File: config.mk
export PLATFORM = sky130hd
export DESIGN_NAME = majority_vote_sched
export DESIGN_NICKNAME = d
export VERILOG_FILES = /design/src/rtl/majority_pkg.sv /design/src/rtl/rr_arbiter4.sv /design/src/rtl/majority_vote_sched.sv
export SDC_FILE = /design/constraint.sdc
export NUM_CORES = 1
export LEC_CHECK = 0
export ABC_AREA = 0
export ABC_CLOCK_PERIOD_IN_PS = 2570
export CORE_UTILIZATION = 25
export CTS_CLUSTER_DIAMETER = 80
export CTS_CLUSTER_SIZE = 12
export DETAILED_ROUTE_END_ITERATION = 8
export GPL_TIMING_DRIVEN = 0
export PLACE_DENSITY = 0.51
export SLEW_MARGIN = 20
export SYNTH_ARGS = -nofsm -noshare
export SYNTH_HDL_FRONTEND = slang
export SYNTH_SLANG_ARGS = --single-unit
export TNS_END_PERCENT = 10
File: constraint.sdc
create_clock -name clk -period 2.57 [get_ports clk]
set_input_delay 0.514 -clock clk [delete_from_list [all_inputs] [get_ports clk]]
set_output_delay 0.514 -clock clk [all_outputs]
set_load 0.01 [all_outputs]
File: src/rtl/majority_pkg.sv
// Shared constants, FSM encoding and latched-request payload for the majority vote scheduler.
package majority_pkg;

  localparam int unsigned NUM_REQ    = 4;
  localparam int unsigned VOTE_W     = 7;
  localparam int unsigned MAJ_THRESH = 4;
  localparam int unsigned ID_W       = 2;
  localparam int unsigned ONES_W     = 3;
  localparam int unsigned CNT_W      = 8;

  typedef enum logic [1:0] {
    IDLE = 2'd0,
    EVAL = 2'd1,
    HOLD = 2'd2
  } state_t;

  typedef struct packed {
    logic [ID_W-1:0]   id;
    logic [VOTE_W-1:0] vote;
  } txn_t;

endpackage

File: src/rtl/rr_arbiter4.sv
// Four-way round-robin grant: first asserted request at or above ptr, wrapping mod 4.
module rr_arbiter4
  import majority_pkg::*;
(
  input  logic [3:0]      req,
  input  logic [ID_W-1:0] ptr,
  output logic [3:0]      gnt,
  output logic [ID_W-1:0] gnt_id,
  output logic            any
);

  logic            found;
  logic [ID_W-1:0] idx;

  always_comb begin
    gnt    = '0;
    gnt_id = '0;
    found  = 1'b0;
    idx    = '0;
    for (int unsigned i = 0; i < 4; i++) begin
      idx = ptr + ID_W'(i);
      if (!found && req[idx]) begin
        found    = 1'b1;
        gnt[idx] = 1'b1;
        gnt_id   = idx;
      end
    end
  end

  assign any = |req;

endmodule

File: src/rtl/majority_vote_sched.sv
// Accepts one vote vector at a time from four requesters, reports its majority and popcount.
module majority_vote_sched #(
  parameter int unsigned NUM_REQ = majority_pkg::NUM_REQ,
  parameter int unsigned VOTE_W  = majority_pkg::VOTE_W
) (
  input  logic                      clk,
  input  logic                      rst_n,
  input  logic [NUM_REQ-1:0]        req_valid,
  input  logic [NUM_REQ*VOTE_W-1:0] req_vote,
  output logic [NUM_REQ-1:0]        req_ready,
  output logic                      res_valid,
  input  logic                      res_ready,
  output logic                      res_out,
  output logic [1:0]                res_id,
  output logic [2:0]                res_ones,
  output logic [7:0]                eval_cnt,
  output logic                      busy
);
  import majority_pkg::*;

  state_t            state_q, state_d;
  logic [ID_W-1:0]   ptr_q;
  txn_t              txn_q;
  logic              res_out_q;
  logic [ID_W-1:0]   res_id_q;
  logic [ONES_W-1:0] res_ones_q;
  logic [CNT_W-1:0]  cnt_q;

  logic [3:0]        gnt;
  logic [ID_W-1:0]   gnt_id;
  logic              any;
  logic              accept;
  logic              deliver;
  logic [ONES_W-1:0] ones;

  rr_arbiter4 u_arb (
    .req    (req_valid),
    .ptr    (ptr_q),
    .gnt    (gnt),
    .gnt_id (gnt_id),
    .any    (any)
  );

  // Next-state and handshake strobes; req_ready is gated by rst_n so nothing is accepted in reset.
  always_comb begin
    state_d   = state_q;
    req_ready = '0;
    accept    = 1'b0;
    deliver   = 1'b0;
    case (state_q)
      IDLE: begin
        if (any && rst_n) begin
          req_ready = gnt;
          accept    = 1'b1;
          state_d   = EVAL;
        end
      end
      EVAL: state_d = HOLD;
      HOLD: begin
        if (res_ready) begin
          deliver = 1'b1;
          state_d = IDLE;
        end
      end
      default: state_d = IDLE;
    endcase
  end

  always_comb begin
    ones = '0;
    for (int unsigned i = 0; i < VOTE_W; i++) begin
      ones = ones + ONES_W'(txn_q.vote[i]);
    end
  end

  always_ff @(posedge clk or negedge rst_n) begin
    if (!rst_n) begin
      state_q    <= IDLE;
      ptr_q      <= '0;
      txn_q      <= '0;
      res_out_q  <= 1'b0;
      res_id_q   <= '0;
      res_ones_q <= '0;
      cnt_q      <= '0;
    end else begin
      state_q <= state_d;
      if (accept) begin
        ptr_q      <= gnt_id + ID_W'(1);
        txn_q.id   <= gnt_id;
        txn_q.vote <= req_vote[VOTE_W*32'(gnt_id) +: VOTE_W];
      end
      // Result registers change only on the EVAL->HOLD edge so they stay put while res_valid is high.
      if (state_q == EVAL) begin
        res_out_q  <= (ones >= ONES_W'(MAJ_THRESH));
        res_ones_q <= ones;
        res_id_q   <= txn_q.id;
      end
      if (deliver) begin
        cnt_q <= cnt_q + CNT_W'(1);
      end
    end
  end

  assign res_valid = (state_q == HOLD);
  assign busy      = (state_q != IDLE);
  assign res_out   = res_out_q;
  assign res_id    = res_id_q;
  assign res_ones  = res_ones_q;
  assign eval_cnt  = cnt_q;

endmodule

==> flow_summary_export.csv <==
group,metric,value,unit
run_status,status,"finished, violations left",
run_status,violations,"negative setup slack",
placement,place_inst,382,
global_route,grt_pass1_vias,1783,
cts,clk_pin_slew_worst_paths,0.09,ns
drt,via_per_inst,4.63,
run,maxCapViolCount,0,
floorplan,dieArea,8810,um2
synthesis,synth_area,2110,um2
floorplan,die_x,93.9,um
power_and_ir_drop,irDropWorstVdd,0.289,mV
critical_path,critPathLaunchType,"primary input",
layout,stdcell_count,396,
synthesis,ys_ff_latch,26,
synthesis,syn_avg_cell_area,9.47,um2
critical_path,end_kind,"output pin",
power_and_ir_drop,p_leak,1.25,nW
drt,drtAntennaViolNets,0,
timing,fmax,368,MHz
floorplan,start_util,25.8,%
placement,post-place-ws,-0.908,ns
global_route,met2_usage,19.2,%
synthesis,synthFlopType,"dfrtp_1",
drt,first_pass_iters,4,
placement,dpl_cell_area,2780,um2
synthesis,ys_warn_count,0,
global_route,grt_max_degree,28,
critical_path,path_cells,"dlygate4sd2_1, buf_6, or3b_1, a211o_1, a21oi_4, o21ai_1, a21oi_1, buf_2",
cts,cts_tree,"done",
synthesis,syn-num-nets,271,
drt,avgRoutedWirePerCell,13.2,um
floorplan,num_rows,33,
timing,slew_viol_final,0,
layout,nFillCells,857,
placement,gp_routability_congestion,0.750,
timing,skew,0.00156,ns
timing,fin_ws,-0.150,ns
critical_path,cp.required,2.06,ns
global_route,track_usage,12.2,%
global_route,use_met3,1.38,%
layout,area_growth,41.8,%
floorplan,die_y,93.9,um
global_route,grt_pass1_wl,8620,um
timing,post-route-min-period,2.72,ns
synthesis,synth_area_leaders,"dfrtp_1 31%, mux2i_1 9.5%, ha_1 5.3%",
critical_path,r2r_setup_slack,0.10,ns
timing,rsz0062_at_grt,"true",
global_route,overflow,0,
drt,finalWirelength,5230,um
drt,num_vias,1832,
cts,clk_latency,0.27,ns
layout,fin_area,2990,um2
placement,io_buffers,54,
hold_path,hp-class,"in2async",
layout,utilization,36.6,%
synthesis,yosysTopAreaCellShare,30.8,%
synthesis,yosys.area.top_type,"dfrtp_1",
global_route,antenna_found_initial,0,
drt,drc,0,
critical_path,reg2reg_depth,6,
timing,hold_viol,0,
critical_path,worstReg2RegEnd,"res_ones[1]",
cts,htreeDepth,1,
drt,drt_iter0_drc,101,
global_route,top_usage_layer,"met2",
timing,setup-violations-final,4,
timing,fin_crit_sh,106,%
floorplan,ios,55,
floorplan,core_area,8180,um2
cts,cts_root_buf,"clkbuf_8",
cts,cts_hold_buf,0,
critical_path,crit_arrival,2.21,ns
synthesis,synthArstFlopShare,100,%
synthesis,synth-seq-area-share,30.8,%
cts,clkSinkCount,26,
critical_path,cp_max_fo,10,
synthesis,syn-instance-count,223,
timing,slew_headroom,64.9,%
placement,dp_hpwl,3940,um
cts,clock_path_buffers,2,
power_and_ir_drop,fin_total_pwr,3.09,mW
layout,antenna_cells,0,
power_and_ir_drop,power.density,1030,nW/um2
critical_path,worst_path_max_delay_cell,"or3b_1",
critical_path,worstSetupPathType,"in2out",
critical_path,r2r-start,"txn_q[0]",
cts,cts_buffers,3,
timing,worst_pin_slew,0.524,ns
global_route,grtUsageMet1,17.6,%
layout,layout-drive-gt1-share,22.3,%
synthesis,synth_cell_types,45,
synthesis,synth_edf_count,0,
layout,fin_nets,340,
critical_path,cp_slowest_stage_delay,0.34,ns
synthesis,synth_commonest_cells,"26 x dfrtp_1, 26 x nand2_1, 20 x mux2i_1",
## repair_timing
| item | CTS | global route |
|---|---|---|
| gates resized for setup | 46 | 5 |
| cloned | 1 | 0 |
| buffers inserted | 9 | 2 |
| endpoints found under the setup margin | 12 | 6 |
| pin swaps | 7 | 3 |
## worst max path at each step
stage / startpoint / endpoint / depth (start not counted)
2_1_floorplan: ptr_q[0] / req_ready[1] / 9
3_3_place_gp: rst_n / req_ready[1] / 6
3_5_place_dp: req_valid[1] / req_ready[0] / 8
4_1_cts: ptr_q[0] / req_ready[2] / 9
5_1_grt: ptr_q[0] / req_ready[1] / 9
6_report: req_valid[0] / req_ready[2] / 8
## report_power, final
group | total (mW) | switching (mW) | leakage [nW] | internal (mW)
sequential | 0.693 | 0.120 | 0.329 | 0.573
clock | 0.261 | 0.124 | 0.0288 | 0.137
combinational | 2.14 | 1.08 | 0.892 | 1.05
## logic make-up (layout without fill, tap and decap cells)
kind of cell	Yosys count	in the layout	synth area share (%)
adder cells (fa/ha/maj)	13	13	9.13
multiplexers	26	26	14.0
buffers and inverters	33	101	8.06
XOR/XNOR	8	8	3.32
AO/OA/AOI/OAI	50	50	18.3
flip-flops	26	26	30.8
AND/OR/NAND/NOR	67	67	16.3
## critical path: cells and delay by family
family / cells / cell delay (ns)
simple gates: 1 / 0.34
compound gates: 4 / 0.77
buf+inv: 3 / 0.56
## cell type report
class                      count  area (um2)  share of cell area (%)
clock buffer                   4        55.1                    1.84
multi-input combinational    164        1370                    45.6
sequential                    26         652                    21.8
inverter                      15        60.1                    2.01
buffer                        16         129                    4.31
tap                          105         131                    4.39
timing repair buffer          66         601                    20.1
## cells in the final DEF, fill, tap and decap left out, types with 7 or more instances in the layout
cell type	Yosys	final
o21ai_1	6	7
clkdlybuf4s50_1	0	45
inv_1	14	11
buf_6	4	7
ha_1	9	8
mux2i_1	20	20
a211oi_1	14	14
buf_4	3	13
nand2_1	26	25
nand3_1	18	17
dfrtp_1	26	25
## flip-flops by register name, indices dropped and copies added (netlist names)
| name | flops |
|---|---|
| state_q | 2 |
| ptr_q | 2 |
| eval_cnt | 8 |
| res_id | 2 |
| res_ones | 3 |
| txn_q | 9 |
## through the flow
stage / hold WS [ns] / TNS (ns)
2_1_floorplan: 0.218 / -0.0950
3_3_place_gp: 0.460 / -16.03
3_5_place_dp: 0.465 / -4.68
4_1_cts: 0.145 / -0.560
5_1_grt: 0.150 / -0.967
6_report: 0.141 / -0.568
## per-layer routing
layer / up-vias / wire [um]
li1: 930 / -
met1: 853 / 2600
met2: 43 / 2370
met3: 6 / 183
met4: 0 / 76
met5: - / 0
(Power assumes the default switching activity.)
